[src/rtl/ep_txtsu_source.sv]
// Endpoint TX timestamp source: pairs committed TX-OOB frames with PCS
// timestamps and hands {port, fid, tsval} records to the TXTSU consumer.
module ep_txtsu_source #(
    parameter logic [4:0]  g_PORT_ID       = 5'd0,
    parameter int unsigned g_PENDING_DEPTH = 4,
    parameter int unsigned g_QUEUE_DEPTH   = 8
) (
    input  logic        clk_i,
    input  logic        rst_n_i,
    input  logic        frame_commit_i,
    input  logic        frame_has_oob_i,
    input  logic [15:0] frame_fid_i,
    input  logic        ts_valid_i,
    input  logic [3:0]  ts_f_i,
    input  logic [27:0] ts_r_i,
    output logic [4:0]  txtsu_port_id_o,
    output logic [15:0] txtsu_fid_o,
    output logic [31:0] txtsu_tsval_o,
    output logic        txtsu_valid_o,
    input  logic        txtsu_ack_i,
    output logic [7:0]  drop_cnt_o
);

    localparam int PAW = $clog2(g_PENDING_DEPTH);
    localparam int QAW = $clog2(g_QUEUE_DEPTH);
    localparam logic [PAW:0] P_ONE = {{PAW{1'b0}}, 1'b1};
    localparam logic [QAW:0] Q_ONE = {{QAW{1'b0}}, 1'b1};

    typedef enum logic [1:0] {
        S_IDLE,
        S_PRESENT,
        S_GAP
    } state_t;

    state_t state_q;

    // Pending FIFO: {has_oob, fid} per committed frame
    logic [16:0]  pend_mem_q [g_PENDING_DEPTH];
    logic [PAW:0] pend_wr_q, pend_wr_d;
    logic [PAW:0] pend_rd_q, pend_rd_d;
    logic         pend_empty, pend_full;
    logic         pend_push, pend_pop;
    logic [16:0]  pend_head;

    // Record FIFO: {fid, tsval} awaiting presentation and ack
    logic [47:0]  rec_mem_q [g_QUEUE_DEPTH];
    logic [QAW:0] rec_wr_q, rec_wr_d;
    logic [QAW:0] rec_rd_q, rec_rd_d;
    logic         rec_empty, rec_full;
    logic         rec_push_req, rec_push, rec_pop;
    logic [47:0]  rec_head;

    logic         drop_commit, drop_orphan, drop_rec;
    logic [1:0]   drop_inc;
    logic [8:0]   drop_sum;
    logic [7:0]   drop_q, drop_d;

    logic         valid_q;
    logic [4:0]   port_q;
    logic [15:0]  fid_q;
    logic [31:0]  tsval_q;

    always_comb begin
        pend_empty = (pend_wr_q == pend_rd_q);
        pend_full  = (pend_wr_q[PAW] != pend_rd_q[PAW]) &&
                     (pend_wr_q[PAW-1:0] == pend_rd_q[PAW-1:0]);
        pend_head  = pend_mem_q[pend_rd_q[PAW-1:0]];
        // A same-cycle ts always targets the entry already at the head
        pend_pop   = ts_valid_i && !pend_empty;
        pend_push  = frame_commit_i && (!pend_full || pend_pop);
        pend_wr_d  = pend_push ? pend_wr_q + P_ONE : pend_wr_q;
        pend_rd_d  = pend_pop  ? pend_rd_q + P_ONE : pend_rd_q;
    end

    always_comb begin
        rec_empty    = (rec_wr_q == rec_rd_q);
        rec_full     = (rec_wr_q[QAW] != rec_rd_q[QAW]) &&
                       (rec_wr_q[QAW-1:0] == rec_rd_q[QAW-1:0]);
        rec_head     = rec_mem_q[rec_rd_q[QAW-1:0]];
        rec_pop      = (state_q == S_PRESENT) && txtsu_ack_i;
        rec_push_req = pend_pop && pend_head[16];
        rec_push     = rec_push_req && (!rec_full || rec_pop);
        rec_wr_d     = rec_push ? rec_wr_q + Q_ONE : rec_wr_q;
        rec_rd_d     = rec_pop  ? rec_rd_q + Q_ONE : rec_rd_q;
    end

    always_comb begin
        drop_commit = frame_commit_i && pend_full && !pend_pop;
        drop_orphan = ts_valid_i && pend_empty;
        drop_rec    = rec_push_req && rec_full && !rec_pop;
        drop_inc    = {1'b0, drop_commit} + {1'b0, drop_orphan}
                    + {1'b0, drop_rec};
        drop_sum    = {1'b0, drop_q} + {7'd0, drop_inc};
        drop_d      = drop_sum[8] ? 8'hFF : drop_sum[7:0];
    end

    always_ff @(posedge clk_i) begin
        if (pend_push)
            pend_mem_q[pend_wr_q[PAW-1:0]] <= {frame_has_oob_i, frame_fid_i};
        if (rec_push)
            rec_mem_q[rec_wr_q[QAW-1:0]] <= {pend_head[15:0], ts_f_i, ts_r_i};
    end

    always_ff @(posedge clk_i) begin
        if (!rst_n_i) begin
            pend_wr_q <= '0;
            pend_rd_q <= '0;
            rec_wr_q  <= '0;
            rec_rd_q  <= '0;
            drop_q    <= '0;
        end else begin
            pend_wr_q <= pend_wr_d;
            pend_rd_q <= pend_rd_d;
            rec_wr_q  <= rec_wr_d;
            rec_rd_q  <= rec_rd_d;
            drop_q    <= drop_d;
        end
    end

    // Head record stays in the FIFO until acked; output regs hold a copy
    always_ff @(posedge clk_i) begin
        if (!rst_n_i) begin
            state_q <= S_IDLE;
            valid_q <= 1'b0;
            port_q  <= '0;
            fid_q   <= '0;
            tsval_q <= '0;
        end else begin
            unique case (state_q)
                S_IDLE: begin
                    if (!rec_empty) begin
                        state_q <= S_PRESENT;
                        valid_q <= 1'b1;
                        port_q  <= g_PORT_ID;
                        fid_q   <= rec_head[47:32];
                        tsval_q <= rec_head[31:0];
                    end
                end
                S_PRESENT: begin
                    if (txtsu_ack_i) begin
                        state_q <= S_GAP;
                        valid_q <= 1'b0;
                    end
                end
                S_GAP: begin
                    state_q <= S_IDLE;
                end
                default: begin
                    state_q <= S_IDLE;
                    valid_q <= 1'b0;
                end
            endcase
        end
    end

    assign txtsu_port_id_o = port_q;
    assign txtsu_fid_o     = fid_q;
    assign txtsu_tsval_o   = tsval_q;
    assign txtsu_valid_o   = valid_q;
    assign drop_cnt_o      = drop_q;

endmodule

[config.mk]
export PLATFORM = sky130hd
export DESIGN_NAME = ep_txtsu_source
export DESIGN_NICKNAME = d
export VERILOG_FILES = /design/src/rtl/ep_txtsu_source.sv
export SDC_FILE = /design/constraint.sdc
export NUM_CORES = 1
export LEC_CHECK = 0
export CORE_ASPECT_RATIO = 1.1
export CORE_MARGIN = 2
export CORE_UTILIZATION = 53
export CTS_CLUSTER_SIZE = 8
export DETAILED_ROUTE_END_ITERATION = 10
export PLACE_DENSITY = 0.79
export SYNTH_ARGS = -nofsm -noshare
export SYNTH_HDL_FRONTEND = slang
export SYNTH_SLANG_ARGS = --single-unit
[constraint.sdc]
create_clock -name clk_i -period 8.25 [get_ports clk_i]
set_clock_uncertainty 0.1 [all_clocks]
set_input_delay 2.475 -clock clk_i [delete_from_list [all_inputs] [get_ports clk_i]]
set_output_delay 2.475 -clock clk_i [all_outputs]
set_load 0.1 [all_outputs]
==> impl_summary.md, run 1 <==
Routing
The first detailed-routing pass took 4 iterations. Dividing the detail-routed via count by the number of cells gives around 5.8. The number of design rule violations left after detail routing is 0. The routed wirelength normalized by instance count is 23.4 um. The number of nets with antenna violations after routing is 0. The number of vias in the routed layout is 9813. The wire length reported by the detailed router is 39600 um. In this run, the number of DRC markers left after iteration 0 of detailed routing was 777.

GRT
For this run, the total global-route usage over all layers was measured as 20.8%. Summed over all layers, the global routing overflow is 0. Entering global routing, the biggest net connects 99 pins. The via count of the first global-routing pass came to between 10k and 15k. The global-route wire length before repair is 61200 um. The number of antenna violations at the first check in global routing is 0.

Synth
Synthesis instantiated 43 different standard cells from the library. Synthesis inferred 527 register bits. The synthesized design devotes to its leading area cell type 68.2% of total area. Yosys attributes the largest share of cell area to edfxtp_1, mux4_2, dfxtp_1, mux2i_1, a211oi_1.

The mapped cell area is 19900 sq um. For this run, the number of Yosys warnings is 0. Counting every instance in the synthesized netlist gives approximately 1000.

In this run the mean area of a mapped cell was 20.3 sq um. The sequential area share after synthesis is 75.7%. The cell type with the highest aggregate area in the netlist is edfxtp_1.

Die
The floorplan step set the die height to 207 um. After floorplanning, the core was divided into 74 placement rows. In this run the standard cell core region covers 37100 sq um. The die is 189 um wide.

The die covers 39100 sq um. The top-level I/O count is 116. Once the floorplan was initialized, standard cells occupied 53.6% of the core.

Clock network
The count of clock tree sinks is 527. The total CTS buffers is between 70 and 80. The count of hold-fix buffers inserted at cts is 0. TritonCTS built the clock tree. In this run the post-CTS setup repair buffer count came out at 0. The root buffer cell chosen for the clock tree is clkbuf_16. The latest clock arrival within the worst-skew pair is 590 ps.

The maximum root-to-sink buffer count is 3. The CTS clock-pin slew for the worst setup and hold paths is around 50 ps. In this run, post-CTS repair resized a total of 0 instances. The number of H-tree levels is 3.

Timing
Setup repair after global routing left no endpoint under its margin. For the pin with the worst max-slew slack, the measured transition is 1060 ps. The setup violation total in the final timing report is 0. The final cycle utilization of the critical path is 64.4%.

The final max-slew violation count is 0. The clock period could shrink to 5320 ps. The worst pin sits at a relative slew slack of 29.3%. The number of hold violations in the final report is 0. The maximum clock rate is ~190 MHz. In the final timing run, aggregate negative setup slack is 0 ps. On the final layout, the worst hold slack is approximately 400 ps.

Final layout
The repair_antennas step left the layout with diodes totalling 0. The final net count is 1202. The layout has 2369 filler cells. The post-route netlist has roughly a fifth of its cells at a drive strength greater than 1. The area growth from synthesis to layout is 19.4%. With fillers left out, the area of the finished cells amounts to 23800 sq um.

Power and ir drop
The leakage power is 7.40 nW. Summed over all nets, the switching power comes to approximately 2.1 mW. The clock network is responsible for approximately two fifths of the overall power. The share of total power dissipated in sequential elements is 43.0%. The highest ir drop seen on vdd is 0.196 mV. The switching part of the total is 29.0%.

Per report_power, the combinational group accounts for 18.5% of the total. The total power of the final layout is 7.42 mW. Dividing total power by cell area gives a power density of between 300 and 400 nW/um^2. The internal power contribution is 5.27 mW.

Critical path
For the worst setup path, the data required time is around 8600 ps. The highest net fanout along the worst path is 6. The cell depth of the worst flop-to-flop path is 5. The critical path is of the primary input to flip-flop type. In this run the critical register-to-register path is captured at rec_mem_q[5][21]$_DFFE_PP_. The worst setup path is captured at a flip-flop. The data arrival time of the worst path is 5670 ps. The worst setup path is launched from a primary input. The flop-to-flop setup slack is around 4500 ps.

Placement
The HPWL reported at the end of detailed placement is between 20000 and 25000 um. Once placement finished, the instance area stood at 21500 sq um. During placement, the flow inserted port buffers numbering 110. The global placement routability congestion is roughly 0.71.

Worst hold path
The tightest min-delay check is of the flip-flop to flip-flop type. The worst hold path was traced through 2 stages. The origin of the worst min-delay path is rec_wr_q[3]$_SDFFE_PN0P_. The path with the worst hold slack has its endpoint at rec_wr_q[3]$_SDFFE_PN0P_.

Status
The run finished with clean final reports.

Job
The count of max-cap constraint violations is 0.
[Yosys cell counts]
library cell,instances
edfxtp_1,452
mux4_2,112
nor2_1,76
dfxtp_1,75
mux2i_1,54
a211oi_1,48
buf_2,23
clkbuf_1,17
inv_1,12
xnor2_1,11
buf_4,10
nand2_1,10
ha_1,9
a21oi_1,8
nor3_1,7
buf_6,6
o21ai_0,6
nand3_1,5
xor2_1,5
nand2b_1,3
nand4_1,3
or2_2,3
a211oi_2,2
a31oi_1,2
clkbuf_2,2
fa_1,2
nor2b_1,2
or3_1,2
xor2_2,2
a211o_1,1
and2_1,1
and3_1,1
and3b_1,1
and4_1,1
conb_1,1
inv_2,1
nor3_2,1
nor3_4,1
nor4_1,1
nor4b_1,1
o211a_1,1
o31ai_2,1
o41ai_4,1
[final cells by class]
| class | count | area, sq um | share of cell area (%) |
|---|---|---|---|
| Clock buffer | 134 | 2180 | 9.18 |
| Clock inverter | 3 | 52.6 | 0.221 |
| Inverter | 13 | 48.8 | 0.205 |
| Multi-Input combinational cell | 389 | 4530 | 19.0 |
| Sequential cell | 527 | 15100 | 63.5 |
| Tap cell | 494 | 618 | 2.60 |
| Timing Repair Buffer | 131 | 1260 | 5.29 |
[worst max path at each step]
| stage | startpoint | to | slack [ps] | depth (start not counted) |
|---|---|---|---|---|
| finish | txtsu_ack_i | drop_cnt_o[4]$_SDFF_PN0_ | 2930 | 12 |
| global route | txtsu_ack_i | drop_cnt_o[6]$_SDFF_PN0_ | 2750 | 12 |
| CTS | txtsu_ack_i | drop_cnt_o[4]$_SDFF_PN0_ | 2940 | 12 |
| detailed placement | txtsu_ack_i | drop_cnt_o[4]$_SDFF_PN0_ | 2330 | 12 |
| global placement | txtsu_ack_i | drop_cnt_o[6]$_SDFF_PN0_ | 2410 | 12 |
| floorplan | txtsu_ack_i | rec_mem_q[1][0]$_DFFE_PP_ | 1090 | 6 |
[flip-flops by register name (all words and copies together) (netlist names), named ones only]
name and flops:
pend_rd_q 3, rec_rd_q 4, state_q 2, pend_wr_q 3
rec_mem_q 384, txtsu_valid_o 1, pend_mem_q 68, txtsu_fid_o 16
txtsu_tsval_o 32, drop_cnt_o 8, rec_wr_q 4
[per-stage QoR]
stage / worst slack [ps] / utilization [%] / cells
6_report: 2930 / 64.0 / 1691
3_5_place_dp: 2330 / 58.0 / 1554
2_1_floorplan: 1090 / - / 987
4_1_cts: 2940 / 64.0 / 1691
5_1_grt: 2750 / 64.0 / 1691
3_3_place_gp: 2410 / 58.0 / 1554
[logic make-up after synthesis]
| logic type | count (synthesis) | synth area share, % |
|---|---|---|
| simple gates | 119 | 2.69 |
| flops | 527 | 75.7 |
| buf+inv | 71 | 1.91 |
| other cells | 1 | 0.0188 |
| compound gates | 70 | 2.65 |
| fa+ha+maj | 11 | 0.767 |
| xor+xnor | 18 | 0.867 |
| mux | 166 | 15.4 |
[layout by cell type, fill, tap and decap left out, types with 6 or more instances in the layout]
cell type	instances
o21ai_0	6
a21oi_1	8
clkbuf_1	55
edfxtp_1	452
nand2_1	10
mux4_2	112
ha_1	9
clkdlybuf4s50_1	110
clkbuf_16	79
a211oi_1	48
dfxtp_1	72
mux2i_1	54
xnor2_1	11
buf_4	21
inv_1	12
nor2_1	74
[worst max-delay path, cell delays in order]
cell and delay, ps:
clkdlybuf4s50_1 440, and3b_1 280, or2_2 320, nor2_1 300, nand2_1 150, fa_1 540, inv_1 50, ha_1 200
fa_1 450, and3_1 230, o21ai_0 170, a31oi_1 50
[routing by layer]
layer | track usage [%] | vias up | wire length, um
li1 | - | 4286 | -
met1 | 26.7 | 5089 | 15500
met2 | 35.1 | 355 | 20700
met3 | 3.99 | 83 | 2230
met4 | 8.46 | 0 | 1090
met5 | 0 | - | 0
[power groups by stage]
stage | logic, mW | clock network, mW | registers (mW)
after global placement | 1.34 | 0 | 3.23
final | 1.37 | 2.86 | 3.19
after global routing | 1.44 | 3.02 | 3.20
after CTS | 1.38 | 2.91 | 3.19
after detailed placement | 1.36 | 0 | 3.23
after floorplan | 0.494 | 0 | 3.79
(Power assumes the default switching activity.)
==> inputs of run 2 (changes only) <==
- CORE_UTILIZATION: 53 -> 59
- PLACE_DENSITY: 0.79 -> 0.83
- clock period: 8.25 -> 5.06 ns (I/O delays scaled with it)
==> impl_summary.md, run 2 (synthesized netlist as in run 1, its figures left out) <==
Power and ir drop
The switching part of the total is 29.6% (was 29.0%). The total power of the final layout is 12.1 mW (was 7.42 mW). The logic gate share of total power came to 18.8% (was 18.5%). The relative contribution of sequential cells to total power is 42.9% (was 43.0%). The total power per unit cell area was 511 nW/um^2 (was 312 nW/um^2).

The net load switching power is 3.59 mW (was 2.15 mW). The highest ir drop seen on vdd came to 0.264 mV (was 0.196 mV). The part of the total power dissipated in the clock network is 38.3% (was 38.6%).

The leakage power came to 7.42 nW (was 7.40 nW). The internal power contribution is 8.55 mW (was 5.27 mW).

Final layout
The fill cell instance count of the final layout is 1885 (was 2369). The non-filler instance count after layout is 1635 (was 1691). The share of layout cells above drive strength 1 is 20.0% (was 19.8%).

The leading cell type in the layout, fill and taps excluded is edfxtp_1 (unchanged). The signed area change from the synthesized netlist to the final layout is 19.4% (about the same). Leading cell types in the layout, fill and taps excluded: edfxtp_1, mux4_2, clkdlybuf4s50_1, clkbuf_16, nor2_1 (unchanged). The final net count is 1207 (was 1202). The flip-flop count of the largest register, all copies and words added came to 384 (unchanged). The utilization after layout is 71.4% (was 64.0%).

Worst hold path
The origin of the worst min-delay path is rec_wr_q[3]$_SDFFE_PN0P_ (unchanged). The class of the worst hold path is flip-flop to flip-flop (unchanged).

Clock network
The maximum root-to-sink buffer count is 3 (unchanged). The count of clock tree sinks is 527 (unchanged). The number of H-tree levels was 3 (unchanged). The library cell used as clock root buffer is clkbuf_16 (unchanged). The CTS clock-pin slew for the worst setup and hold paths is 50 ps (about the same).

The post-CTS setup buffer count was 0 (unchanged). The CTS tree is done (unchanged). The post-CTS resize count is 0 (unchanged). The latest clock arrival within the worst-skew pair is 580 ps (was 590 ps). The count of hold-fix buffers inserted at cts is 0 (unchanged).

The total CTS buffers is 75 (unchanged).

Die
The y dimension of the die came to 197 um (was 207 um). The horizontal extent of the die is 179 um (was 189 um). The core area is 33300 sq um (was 37100 sq um). The top-level I/O count is 116 (unchanged). The initial core utilization is 59.8% (was 53.6%).

The number of cell rows is 70 (was 74). The area of the die is 35200 sq um (was 39100 sq um).

Timing
The final cycle utilization of the critical path is between 80 and 90%. The aggregate negative setup slack is 0 ps (unchanged). The setup violation total in the final timing report is 0 (unchanged). The normalized max-slew margin is 6.48% (was 29.3%). The worst path needs 4170 ps of the cycle, external delays included. The pin slew with the least headroom to its limit was 1400 ps (was 1060 ps). The number of hold violations in the final report came to 0 (unchanged).

RSZ-0062 raised after global routing: false (unchanged). The maximum clock rate is ~240 MHz. The final max-slew violation count came to 0 (unchanged).

Critical path
The highest net fanout along the worst path is 6 (unchanged). The worst flop-to-flop path endpoint is drop_cnt_o[6]$_SDFF_PN0_ (was rec_mem_q[5][21]$_DFFE_PP_). The startpoint of the most critical setup path is txtsu_ack_i (unchanged). The termination of the worst setup path is drop_cnt_o[6]$_SDFF_PN0_ (was drop_cnt_o[4]$_SDFF_PN0_).

The startpoint-to-endpoint class of the critical path is primary input to flip-flop (unchanged). The kind of start point of the critical path was a primary input (unchanged). The data arrival time of the worst path is 4480 ps (was 5670 ps). The data required time of the critical path came to 5370 ps (was 8600 ps).

The flop-to-flop setup slack came to 1410 ps (was 4470 ps). The cell depth of the worst flop-to-flop path is 10 (was 5). The kind of end point of the critical path was a flip-flop (unchanged).

Routing
The wire length reported by the detailed router is 42000 um (was 39600 um). The number of vias per cell after detailed routing came to 6.19 (was 5.80). The number of nets with antenna violations after routing is 0 (unchanged). The number of design rule violations left after detail routing was 0 (unchanged). The number of vias in the routed layout is 10.1k (was 9813).

The first-pass detailed-route iteration total was 5 (was 4). The routed wirelength normalized by instance count came to 25.7 um (was 23.4 um). The number of DRC markers after the initial detailed-route iteration is 1088 (was 777).

GRT
The via count of the first global-routing pass is 10.6k (was 10.5k). The maximum number of pins on one net before global-route repair was 67 (was 99). The total grt overflow was 0 (unchanged). The total global-route track usage came to 25.0% (was 20.8%). The number of antenna violations at the first check in global routing is 1 (was 0). The global-route wire length before repair came to 64400 um (was 61200 um).

Placement
The number of buffers inserted by port buffering is 110 (unchanged). The global placement routability congestion came to 0.730 (was 0.709). The placed cell count is 1497 (was 1554). The HPWL reported at the end of detailed placement is 20800 um (was 20500 um).

Job
The count of max-cap constraint violations is 0 (unchanged).

Status
Status: completed (unchanged).
-- run 2: changes by cell type in the layout (fill, tap and decap cells not counted), sizes merged --
cell	previous run	this run
clkbuf	134	133
buf	21	26
diode	0	1
clkinv	2	0
inv	14	17
-- run 2: power groups by stage --
stage               sequential (mW)  combinational (mW)  clock (mW)
global placement               5.26                2.20           0
CTS                            5.21                2.30        4.72
floorplan                      6.17               0.806           0
finish                         5.21                2.28        4.66
global route                   5.22                2.39        4.91
detailed placement             5.28                2.25           0
-- run 2: worst min path at each step --
stage | to | slack, ps | depth (start not counted)
global placement | rec_wr_q[3]$_SDFFE_PN0P_ | 370 | 2
detailed placement | rec_wr_q[3]$_SDFFE_PN0P_ | 390 | 2
CTS | rec_wr_q[3]$_SDFFE_PN0P_ | 400 | 2
global route | txtsu_tsval_o[7]$_SDFFE_PN0P_ | 420 | 2
floorplan | rec_wr_q[3]$_SDFFE_PN0P_ | 360 | 2
finish | rec_wr_q[3]$_SDFFE_PN0P_ | 390 | 2
-- run 2: final cells by class --
type / count / area (sq um) / share of cell area, %
Clock inverter: 4 / 57.6 / 0.242
Sequential cell: 527 / 15100 / 63.5
Tap cell: 432 / 541 / 2.27
Timing Repair Buffer: 136 / 1360 / 5.72
Clock buffer: 133 / 2140 / 8.99
Multi-Input combinational cell: 389 / 4530 / 19.1
Antenna cell: 1 / 2.50 / 0.0105
Inverter: 13 / 48.8 / 0.205
-- run 2: metal layers --
layer / global-route usage (%) / part of all wire, %
met5: 0 / 0
met4: 9.71 / 2.7
met3: 4.61 / 6.9
met2: 42.6 / 53
met1: 32.2 / 37
-- run 2: metrics by stage --
step | hold WS [ps] | setup WS, ps | area, sq um
after floorplan | 356 | -1150 | 19900
after global placement | 370 | 379 | 21600
after detailed placement | 388 | 320 | 21600
after CTS | 395 | 902 | 23800
after global routing | 417 | 738 | 23800
final | 390 | 894 | 23800
-- run 2: critical path, stage by stage --
cell and delay [ps]:
clkdlybuf4s50_1 430, and3b_1 280, or2_2 330, nor2_1 130
nand2_1 110, fa_1 520, inv_1 40, ha_1 200
fa_1 460, and3_1 240, a31oi_1 170, nor3_1 60
==> inputs of run 3 (changes only) <==
- clock period: 5.06 -> 4.3 ns (I/O delays scaled with it)
==> impl_summary.md, run 3 (synthesized netlist as in run 1, its figures left out) <==
Status
Status: completed (unchanged).

Timing
The aggregate negative setup slack is 0 ps (unchanged). The number of hold violations in the final report came to 0 (unchanged). The final max-slew violation count came to 0 (unchanged). The normalized max-slew margin was 23.1% (was 6.48%). The worst path in the final design needs a cycle of between 3000 and 4000 ps, including I/O delays and setup. The worst hold slack across all endpoints is 393 ps (was 390 ps). The setup violation total in the final timing report is 0 (unchanged). RSZ-0062 raised after global routing: false (unchanged). The pin slew with the least headroom to its limit is 1150 ps (was 1400 ps). For this run, the top clock speed supported by timing is 251 MHz.

In the finished design, the share of the clock period the worst path needs comes to 92.6%.

Clock network
The total CTS buffers was 75 (unchanged). The post-CTS resize count is 0 (unchanged). The count of clock tree sinks is 527 (unchanged). The latest clock arrival within the worst-skew pair was 580 ps (about the same). The CTS tree is done (unchanged).

The library cell used as clock root buffer is clkbuf_16 (unchanged). The count of hold-fix buffers inserted at cts was 0 (unchanged). The maximum root-to-sink buffer count is 3 (unchanged). The CTS clock-pin slew for the worst setup and hold paths came to 50 ps (about the same). The number of H-tree levels is 3 (unchanged). The post-CTS setup buffer count is 0 (unchanged).

Placement
The HPWL reported at the end of detailed placement is 22500 um (was 20800 um). The global placement routability congestion was 0.772 (was 0.730). The number of buffers inserted by port buffering was 110 (unchanged).

Critical path
The highest net fanout along the worst path is 3 (was 6). The data required time of the critical path is 4650 ps (was 5370 ps). The kind of end point of the critical path is a flip-flop (unchanged). The flop-to-flop setup slack is 940 ps (was 1410 ps). The origin of the critical flop-to-flop path is rec_wr_q[2]$_SDFFE_PN0P_. The startpoint-to-endpoint class of the critical path was primary input to flip-flop (unchanged).

The worst flop-to-flop path endpoint is drop_cnt_o[6]$_SDFF_PN0_ (unchanged). The data arrival time of the worst path came to 4330 ps (was 4480 ps). The kind of start point of the critical path is a primary input (unchanged). The cell depth of the worst flop-to-flop path came to 11 (was 10).

Routing
The number of nets with antenna violations after routing was 0 (unchanged). The routed wirelength normalized by instance count is 26.7 um (was 25.7 um). The number of DRC markers after the initial detailed-route iteration is 1040 (was 1088). The first-pass detailed-route iteration total is 5 (unchanged).

The wire length reported by the detailed router is 44200 um (was 42000 um). The number of vias in the routed layout came to 10.3k (was 10.1k). The number of design rule violations left after detail routing was 0 (unchanged).

The number of vias per cell after detailed routing is 6.24 (was 6.19).

GRT
The total global-route track usage is 26.0% (was 25.0%). The global-route wire length before repair is 66600 um (was 64400 um). The maximum number of pins on one net before global-route repair is 50 (was 67). The via count of the first global-routing pass is 10.8k (was 10.6k). The number of antenna violations at the first check in global routing was 1 (unchanged). The total grt overflow was 0 (unchanged).

Worst hold path
The number of cells on the worst hold path is 2 (unchanged). The origin of the worst min-delay path was rec_wr_q[3]$_SDFFE_PN0P_ (unchanged). The class of the worst hold path is flip-flop to flip-flop (unchanged).

The end of the worst hold path was rec_wr_q[3]$_SDFFE_PN0P_ (unchanged).

Final layout
The flip-flop count of the largest register, all copies and words added was 384 (unchanged). The fill cell instance count of the final layout was 1821 (was 1885). The final net count is 1224 (was 1207). Leading cell types in the layout, fill and taps excluded: edfxtp_1, mux4_2, clkdlybuf4s50_1, clkbuf_16, nor2_1 (unchanged). The signed area change from the synthesized netlist to the final layout was 20.1% (was 19.4%).

The leading cell type in the layout, fill and taps excluded is edfxtp_1 (unchanged). The utilization after layout is 71.8% (was 71.4%). The share of layout cells above drive strength 1 is 21.4% (was 20.0%).

Power and ir drop
The leakage power is 7.52 nW (was 7.42 nW). The highest ir drop seen on vdd is 0.337 mV (was 0.264 mV). The total power of the final layout is 14.4 mW (was 12.1 mW).

The total power per unit cell area is 602 nW/um^2 (was 511 nW/um^2).

Die
The initial core utilization came to 59.8% (unchanged). The horizontal extent of the die is 179 um (unchanged). The number of cell rows was 70 (unchanged). The area of the die is 35200 sq um (unchanged). The core area was 33300 sq um (unchanged). The top-level I/O count came to 116 (unchanged). The y dimension of the die came to 197 um (unchanged).

Job
The count of max-cap constraint violations is 0 (unchanged).
## run 3: metal layers
layer  global-route usage [%]  vias up  part of all wire, %
met4                     11.0        0                  3.2
met3                     4.75      119                  6.6
met2                     43.6      549                   52
met5                        0        -                    0
li1                         -     4341                    -
met1                     33.7     5318                   38
## run 3: metrics by stage
step,cells,setup slack [ps],area (sq um)
after global routing,1654,130,23900
final,1654,317,23900
after global placement,1514,-122,21700
after floorplan,987,-339,20000
after CTS,1653,350,23900
after detailed placement,1514,-163,21700
## run 3: power breakdown
part / total, mW / internal, mW / switching [mW]
registers: 6.13 / 5.95 / 0.182
logic: 2.73 / 0.769 / 1.96
clock network: 5.54 / 3.42 / 2.11
## run 3: area by class of cell
type | instances | area, sq um | share of cell area, %
Inverter | 13 | 48.8 | 0.204
Timing Repair Buffer | 153 | 1430 | 5.99
Clock buffer | 136 | 2190 | 9.17
Antenna cell | 1 | 2.50 | 0.0105
Multi-Input combinational cell | 389 | 4550 | 19.0
Sequential cell | 527 | 15100 | 63.1
Tap cell | 432 | 541 | 2.26
Clock inverter | 3 | 52.6 | 0.220
## run 3: worst max-delay path, cell delays in order
cell	delay (ps)
clkdlybuf4s50_1	480
and3b_1	250
or2_2	320
nor2_1	200
nand2_1	110
fa_1	510
inv_1	40
ha_1	210
fa_1	450
and3_1	230
a31oi_1	170
nor3_1	70
## run 3: worst max-delay path by stage
stage / startpoint / end / slack (ps) / cells after the start
after floorplan: txtsu_ack_i / rec_mem_q[6][0]$_DFFE_PP_ / -340 / 6
after global placement: txtsu_ack_i / drop_cnt_o[6]$_SDFF_PN0_ / -120 / 12
after detailed placement: txtsu_ack_i / drop_cnt_o[6]$_SDFF_PN0_ / -160 / 12
after CTS: txtsu_ack_i / drop_cnt_o[6]$_SDFF_PN0_ / 350 / 12
after global routing: txtsu_ack_i / drop_cnt_o[2]$_SDFF_PN0_ / 130 / 13
final: txtsu_ack_i / drop_cnt_o[6]$_SDFF_PN0_ / 320 / 12
